[config.mk]
export PLATFORM = sky130hd
export DESIGN_NAME = uart_apb_arbiter
export DESIGN_NICKNAME = d
export VERILOG_FILES = /design/src/rtl/uart_apb_arbiter.sv
export SDC_FILE = /design/constraint.sdc
export NUM_CORES = 1
export LEC_CHECK = 0
export BUFFER_PORTS_ARGS = -buffer_cell sky130_fd_sc_hd__buf_2
export CAP_MARGIN = 20
export CORE_AREA = 2 2 86 88
export CTS_BUF_LIST = sky130_fd_sc_hd__clkbuf_16
export DETAILED_ROUTE_END_ITERATION = 10
export DIE_AREA = 0 0 88 90
export HOLD_SLACK_MARGIN = 0.03
export PLACE_DENSITY_LB_ADDON = 0.05
export SLEW_MARGIN = 25
export SYNTH_ARGS = -nofsm -noshare
export SYNTH_HDL_FRONTEND = slang
export SYNTH_SLANG_ARGS = --single-unit
[constraint.sdc]
create_clock -name clk -period 4.33 [get_ports clk]
set_input_delay 0.433 -clock clk [delete_from_list [all_inputs] [get_ports clk]]
set_output_delay 0.433 -clock clk [all_outputs]
set_load 0.03 [all_outputs]
[src/rtl/uart_apb_arbiter.sv]
// Two-requester APB arbiter in front of a single UART controller slave port.
// Round-robin on ties, optional ACCESS-phase timeout that completes with PSLVERR.
module uart_apb_arbiter #(
    parameter int ADDR_W  = 4,
    parameter int TIMEOUT = 0
) (
    input  logic              clk,
    input  logic              reset,

    input  logic [ADDR_W-1:0] m0_PADDR,
    input  logic              m0_PSEL,
    input  logic              m0_PENABLE,
    input  logic              m0_PWRITE,
    input  logic [31:0]       m0_PWDATA,
    output logic              m0_PREADY,
    output logic [31:0]       m0_PRDATA,
    output logic              m0_PSLVERR,

    input  logic [ADDR_W-1:0] m1_PADDR,
    input  logic              m1_PSEL,
    input  logic              m1_PENABLE,
    input  logic              m1_PWRITE,
    input  logic [31:0]       m1_PWDATA,
    output logic              m1_PREADY,
    output logic [31:0]       m1_PRDATA,
    output logic              m1_PSLVERR,

    output logic [ADDR_W-1:0] s_PADDR,
    output logic              s_PSEL,
    output logic              s_PENABLE,
    output logic              s_PWRITE,
    output logic [31:0]       s_PWDATA,
    input  logic              s_PREADY,
    input  logic [31:0]       s_PRDATA
);

    typedef enum logic [1:0] {
        IDLE   = 2'd0,
        SETUP  = 2'd1,
        ACCESS = 2'd2
    } state_t;

    localparam bit          TO_EN   = (TIMEOUT > 0);
    localparam logic [15:0] TO_LAST = TO_EN ? 16'(TIMEOUT - 1) : 16'd0;

    state_t      state_q, state_d;
    logic        gnt_vld_q, gnt_vld_d;
    logic        gnt_q, gnt_d;
    logic        rr_q, rr_d;
    logic [15:0] cnt_q, cnt_d;
    logic        s_psel_q, s_penable_q;

    logic [1:0]        m_psel, m_penable, m_pwrite;
    logic [1:0]        m_pready, m_pslverr;
    logic [ADDR_W-1:0] m_paddr  [2];
    logic [31:0]       m_pwdata [2];
    logic [31:0]       m_prdata [2];

    logic winner, done, err, timeout_hit, g_psel, g_penable;

    assign m_psel    = {m1_PSEL, m0_PSEL};
    assign m_penable = {m1_PENABLE, m0_PENABLE};
    assign m_pwrite  = {m1_PWRITE, m0_PWRITE};
    assign m_paddr[0]  = m0_PADDR;
    assign m_paddr[1]  = m1_PADDR;
    assign m_pwdata[0] = m0_PWDATA;
    assign m_pwdata[1] = m1_PWDATA;

    assign g_psel      = m_psel[gnt_q];
    assign g_penable   = m_penable[gnt_q];
    assign timeout_hit = TO_EN && (cnt_q == TO_LAST);

    always_comb begin
        state_d   = state_q;
        gnt_d     = gnt_q;
        rr_d      = rr_q;
        cnt_d     = 16'd0;
        winner    = 1'b0;
        done      = 1'b0;
        err       = 1'b0;
        unique case (state_q)
            IDLE: begin
                if (|m_psel) begin
                    // rr_q holds the last master granted; a tie goes to the other one
                    winner  = (&m_psel) ? ~rr_q : m_psel[1];
                    gnt_d   = winner;
                    rr_d    = winner;
                    state_d = SETUP;
                end
            end
            SETUP: begin
                state_d = g_psel ? ACCESS : IDLE;
            end
            ACCESS: begin
                cnt_d = cnt_q + 16'd1;
                if (!g_psel) begin
                    state_d = IDLE;
                end else if (s_PREADY && g_penable) begin
                    done    = 1'b1;
                    state_d = IDLE;
                end else if (timeout_hit && !s_PREADY) begin
                    done    = 1'b1;
                    err     = 1'b1;
                    state_d = IDLE;
                end
            end
            default: state_d = IDLE;
        endcase
        gnt_vld_d = (state_d != IDLE);
    end

    always_ff @(posedge clk or posedge reset) begin
        if (reset) begin
            state_q     <= IDLE;
            gnt_vld_q   <= 1'b0;
            gnt_q       <= 1'b0;
            rr_q        <= 1'b1;
            cnt_q       <= 16'd0;
            s_psel_q    <= 1'b0;
            s_penable_q <= 1'b0;
        end else begin
            state_q     <= state_d;
            gnt_vld_q   <= gnt_vld_d;
            gnt_q       <= gnt_d;
            rr_q        <= rr_d;
            cnt_q       <= cnt_d;
            s_psel_q    <= (state_d != IDLE);
            s_penable_q <= (state_d == ACCESS);
        end
    end

    assign s_PSEL    = s_psel_q;
    assign s_PENABLE = s_penable_q;
    assign s_PADDR   = gnt_vld_q ? m_paddr[gnt_q]  : '0;
    assign s_PWRITE  = gnt_vld_q ? m_pwrite[gnt_q] : 1'b0;
    assign s_PWDATA  = gnt_vld_q ? m_pwdata[gnt_q] : 32'd0;

    genvar gi;
    generate
        for (gi = 0; gi < 2; gi++) begin : g_resp
            assign m_pready[gi]  = done && (gnt_q == 1'(gi));
            assign m_pslverr[gi] = m_pready[gi] && err;
            assign m_prdata[gi]  = (m_pready[gi] && !err) ? s_PRDATA : 32'd0;
        end
    endgenerate

    assign m0_PREADY  = m_pready[0];
    assign m0_PSLVERR = m_pslverr[0];
    assign m0_PRDATA  = m_prdata[0];
    assign m1_PREADY  = m_pready[1];
    assign m1_PSLVERR = m_pslverr[1];
    assign m1_PRDATA  = m_prdata[1];

endmodule

==> results.toml, run 1 <==
[clock_tree]
cts_buffers = 3
h-tree-depth = 1
cts_setup_buffers = 0
cts_max_path_buffers = 2
clk_latency_ps = 230
clk_pin_slew_ps = 40
cts-root-buf = "clkbuf_16"
hold_buffers = 0
cts_tree = "built"
cts_resized = 0
clock-sinks = 6

[setup_path]
critPathRequiredTime_ps = 3900
arrival_ps = 2600
setup.worst_path.class = "flip-flop to output port"
start_kind = "flip-flop"
reg2regPathDepth = 2
end_kind = "output port"
worstPathMaxFanout = 39

[die]
die_w_um = 88
dieArea_um2 = 7920
core_area_um2 = 7020
ios = 220
die_y_um = 90
rows = 31
start_util_pct = 23.1

[grt]
grt_pass1_vias = 1939
globalRouteTotalUtil_pct = 15.4
grt_max_degree = 69
grt-ovfl-total = 0
grt_pass1_wl_um = 9830
antenna_found_initial = 0

[logic_synthesis]
yosysTopAreaCell = "mux2i_1"
muxShareOfSynthArea_pct = 24.0
ys_seq_area_share_pct = 9.32
yosys.area_share.simple_pct = 54.8
synth_edf_count = 0
synthTopCellsByArea = "mux2i_1, nor3b_2, nor2b_1, and3_1, dfrtp_1"
postSynthRegisterBits = 6
synthArstFlopShare_pct = 100
synth_xor_area_share_pct = 0
synth-compound-area-share_pct = 3.24
synth_top_area_share_pct = 24.0
ys_types = 26
syn_area_um2 = 1620
synthTopCellsByCount = "mux2i_1, nor2b_1, and3_1"
synthAdderAreaFrac_pct = 0
synth_top_family_by_area = "simple AND/OR/NAND/NOR gates"
synth_ff_type = "dfrtp_1"
synth_area_per_cell_um2 = 8.37
synth.most_common_cell = "mux2i_1"
yosysWarnings = 0
syn-instance-count = 194

[sta]
slew_viol_final = 0
fin_setup_tns_ps = 0
period_share_pct = 70.0
hold_viol_final = 0
setup_viol = 0
hold_slack_ps = 122
rsz0062_at_grt = "false"
finClkSkew_ps = 2.97
slew_headroom_pct = 37.5
fin_crit_ps = 3030
worst_pin_slew_ps = 938
maxClockFrequency_ghz = 0.330

[routing]
remaining_drc_errors = 0
first_pass_iters = 4
wl_met2_um = 3400
highest_layer = "met4"
drt-total-wl_um = 6550
routed-wl-met3_um = 444
vias_per_cell = 4.28
drt_iter0_drc = 33
ant_nets = 0
wl_met1_um = 2580
dr_total_vias = 2106
wl_per_cell_um = 13.3

[layout]
syn2layout_area_growth_pct = 73.6
drive_gt1_share_pct = 64.9
antenna_cells = 0
fillers = 745
layout.area.seq_um2 = 155
multi_input_area_um2 = 1350
fin_nets = 507

[power_and_ir_drop]
ir_drop_uv = 305
power.density_nw_per_um2 = 504
p_leak_nw = 1.72

[placed_design]
dpl.hpwl_um = 5300
io_buffers = 217
place_congestion = 0.769

[run_status]
status = "finished clean"

[run]
max_cap_violations = 0

[hold_path]
hold_path_class = "input pin to asynchronous set/reset pin"
==> cell families after synthesis <==
| group | Yosys count |
|---|---|
| buf+inv | 27 |
| flops | 6 |
| compound gates | 8 |
| other cells | 1 |
| mux | 39 |
| simple gates | 113 |
==> where the power goes <==
group / leakage (nW) / switching (mW) / internal [mW] / total [mW]
logic: 1.61 / 0.684 / 0.387 / 1.07
clock network: 0.0423 / 0.0341 / 0.120 / 0.154
registers: 0.0705 / 0.107 / 0.0892 / 0.196
total: 1.72 / 0.825 / 0.596 / 1.42
==> worst max-delay path, stage by stage, from the launching register on <==
cell     delay, ps
dfrtp_4        710
mux2i_1        290
or4b_4         840
nor3b_2        260
buf_2          240
==> per-layer routing <==
layer  up-vias  global-route usage [%]
met5         -                       0
li1       1072                       -
met3        12                    1.56
met4         0                    3.97
met2        99                    28.9
met1       923                    17.9
==> placed cells by master, fill, tap and decap left out, drive strengths merged <==
cell,instances
nor2b,38
nand2b,2
nor2,4
dfrtp,5
o21ai,1
nand2,2
inv,3
nor3b,32
or4b,1
clkbuf,3
a31oi,1
conb,2
a211o,1
a32o,1
and2,1
mux2i,39
and3,32
buf,219
dfstp,1
o21a,1
nor4b,1
a21oi,3
==> cell type report <==
cell class	instances	share of cell area, %
well taps	99	4.39
clock inverters	1	0.133
multi-input cells	162	48.0
flip-flops and latches	6	5.50
inverters	2	0.266
clock buffers	3	2.66
repair buffers	219	39.1
==> worst paths after layout <==
path,slack (ps),from,end
max,1300,gnt_q,m0_PRDATA[20]
min,120,reset,s_PENABLE
max reg2reg,2470,gnt_q,gnt_q
min reg2reg,520,rr_q,rr_q
max in group asynchronous,3940,reset,rr_q
min in group clk,420,m0_PSEL,rr_q
==> through the flow <==
step / utilization, % / instance area (µm²) / cells / setup slack, ps / total power [mW]
finish: 40.2 / 2820 / 492 / 1300 / 1.42
global route: 40.2 / 2820 / 492 / 1110 / 1.52
CTS: 40.1 / 2820 / 492 / 933 / 1.44
detailed placement: 39.0 / 2740 / 488 / 1180 / 1.28
global placement: 39.0 / 2740 / 488 / 1220 / 1.28
floorplan: - / 1630 / 195 / 1800 / 0.993
==> flip-flops by register name (all words and copies together) (netlist names) <==
register / count
state_q: 2
gnt_q: 1
rr_q: 1
s_PENABLE: 1
s_PSEL: 1
Power figures use the tool's default switching activity.
==> inputs of run 2 (changes only) <==
==> constraint.sdc (replaced) <==
create_clock -name clk -period 3.1 [get_ports clk]
set_input_delay 0.31 -clock clk [delete_from_list [all_inputs] [get_ports clk]]
set_output_delay 0.31 -clock clk [all_outputs]
set_load 0.03 [all_outputs]
==> run 2 against run 1 <==
Net effect:
- utilization grew 0.70 points
- first-iteration DRC count grew to 2.8 times the previous value
- clock-buffer cell count is the same
- flip-flop and latch count did not move
- global-route usage grew 0.18 points
- clock power up 39%
- via count up 0.52%
- largest cell class unchanged
==> results.toml, run 2 (synthesized netlist as in run 1, its figures left out) <==
[run_status]
status = "finished clean"

[sta]
setup_viol = 0
hold_viol_final = 0
setup_slack_ps = 352
finClkSkew_ps = 2.71
fin_setup_tns_ps = 0
worst_pin_slew_ps = 891
slew_headroom_pct = 40.6
rsz0062_at_grt = "false"
period_share_pct = 88.7
maxClockFrequency_ghz = 0.364
fin_crit_ps = 2750
slew_viol_final = 0

[run]
max_cap_violations = 0

[power_and_ir_drop]
p_switching_mw = 1.15
p_clk_share_pct = 10.7
pwr-share-comb_pct = 79.5
power.density_nw_per_um2 = 697
p_total_mw = 2.00
p_leak_nw = 1.75
p_int_mw = 0.848
p_seq_share_pct = 9.8
p_sw_share_pct = 57.6
ir_drop_uv = 455

[routing]
dr_total_vias = 2117
routed-wl-met3_um = 477
wl_per_cell_um = 13.3
first_pass_iters = 3
ant_nets = 0
wl_met1_um = 2540
vias_per_cell = 4.26
wl_met2_um = 3510
highest_layer = "met4"
drt_iter0_drc = 92
remaining_drc_errors = 0
drt-total-wl_um = 6610

[grt]
grt-ovfl-total = 0
grt_pass1_vias = 2004
grt_max_degree = 53
globalRouteTotalUtil_pct = 15.5
antenna_found_initial = 0
grt_pass1_wl_um = 10000

[die]
start_util_pct = 23.1
rows = 31
dieArea_um2 = 7920
ios = 220
die_y_um = 90
core_area_um2 = 7020
die_w_um = 88

[placed_design]
dpl.hpwl_um = 5390
io_buffers = 217
post-place-cells = 492
place_ws_ps = 580
place_congestion = 0.723

[clock_tree]
clk_pin_slew_ps = 30
cts_setup_buffers = 0
cts-root-buf = "clkbuf_16"
clk_latency_ps = 230
cts_buffers = 3
cts_tree = "built"
clock-sinks = 6
hold_buffers = 1
cts_max_path_buffers = 2
h-tree-depth = 1
cts_resized = 0

[setup_path]
worstPathMaxFanout = 26
critPathRequiredTime_ps = 2790
arrival_ps = 2440
setup.worst_path.class = "flip-flop to output port"
end_kind = "output port"
start_kind = "flip-flop"

[layout]
mostFrequentLayoutCell = "buf_2"
fin_nets = 512
syn2layout_area_growth_pct = 76.6
top_register = "state_q"
drive_gt1_share_pct = 65.1
final_util_pct = 40.8
finalNonFillerCells = 497
fillers = 755
final_cell_mix = "buf_2, mux2i_1, nor2b_1"
antenna_cells = 0
largest_register_ffs = 2

[hold_path]
hold_path_class = "input pin to flip-flop"
[run 2: final cells by class]
cell class                 instances  area, µm²  share of cell area [%]
clock inverter                     1       3.75                   0.131
multi-input combinational        162       1350                    47.0
sequential                         6        155                    5.41
clock buffer                       3       75.1                    2.62
inverter                           2       7.51                   0.262
tap                               99        124                    4.32
timing repair buffer             224       1150                    40.2
[run 2: metal layers]
| layer | vias up | global-route usage, % |
|---|---|---|
| li1 | 1081 | - |
| met1 | 930 | 18.0 |
| met2 | 99 | 29.5 |
| met3 | 7 | 1.74 |
| met4 | 0 | 3.72 |
| met5 | - | 0 |
[run 2: power groups by stage]
stage | Sequential [mW] | Clock (mW) | Combinational (mW)
floorplan | 0.165 | 0 | 1.22
global placement | 0.199 | 0 | 1.60
finish | 0.195 | 0.214 | 1.59
CTS | 0.198 | 0.218 | 1.61
detailed placement | 0.199 | 0 | 1.60
global route | 0.209 | 0.225 | 1.71
[run 2: worst paths after layout]
| kind | start | end | slack, ps | cells after the start |
|---|---|---|---|---|
| max in group asynchronous | reset | rr_q | 2300 | 3 |
| hold / removal | m0_PSEL | rr_q | 290 | 2 |
| setup reg to reg | gnt_q | s_PSEL | 1750 | 4 |
| hold reg to reg | rr_q | rr_q | 520 | 2 |
| setup / recovery | gnt_q | m0_PRDATA[0] | 350 | 5 |
| min in group asynchronous | reset | state_q[0] | 540 | 3 |
[run 2: worst max-delay path: stages (launching register included)]
cell and delay [ps]:
dfrtp_4 490, mux2i_1 200, or4b_2 840, buf_12 260, nor3b_1 190, buf_2 230
[run 2: per-stage QoR]
step | hold WS [ps] | instance area, µm²
floorplan | 100 | 1630
global placement | 241 | 2780
detailed placement | 242 | 2780
CTS | 288 | 2870
global route | 316 | 2870
finish | 292 | 2870
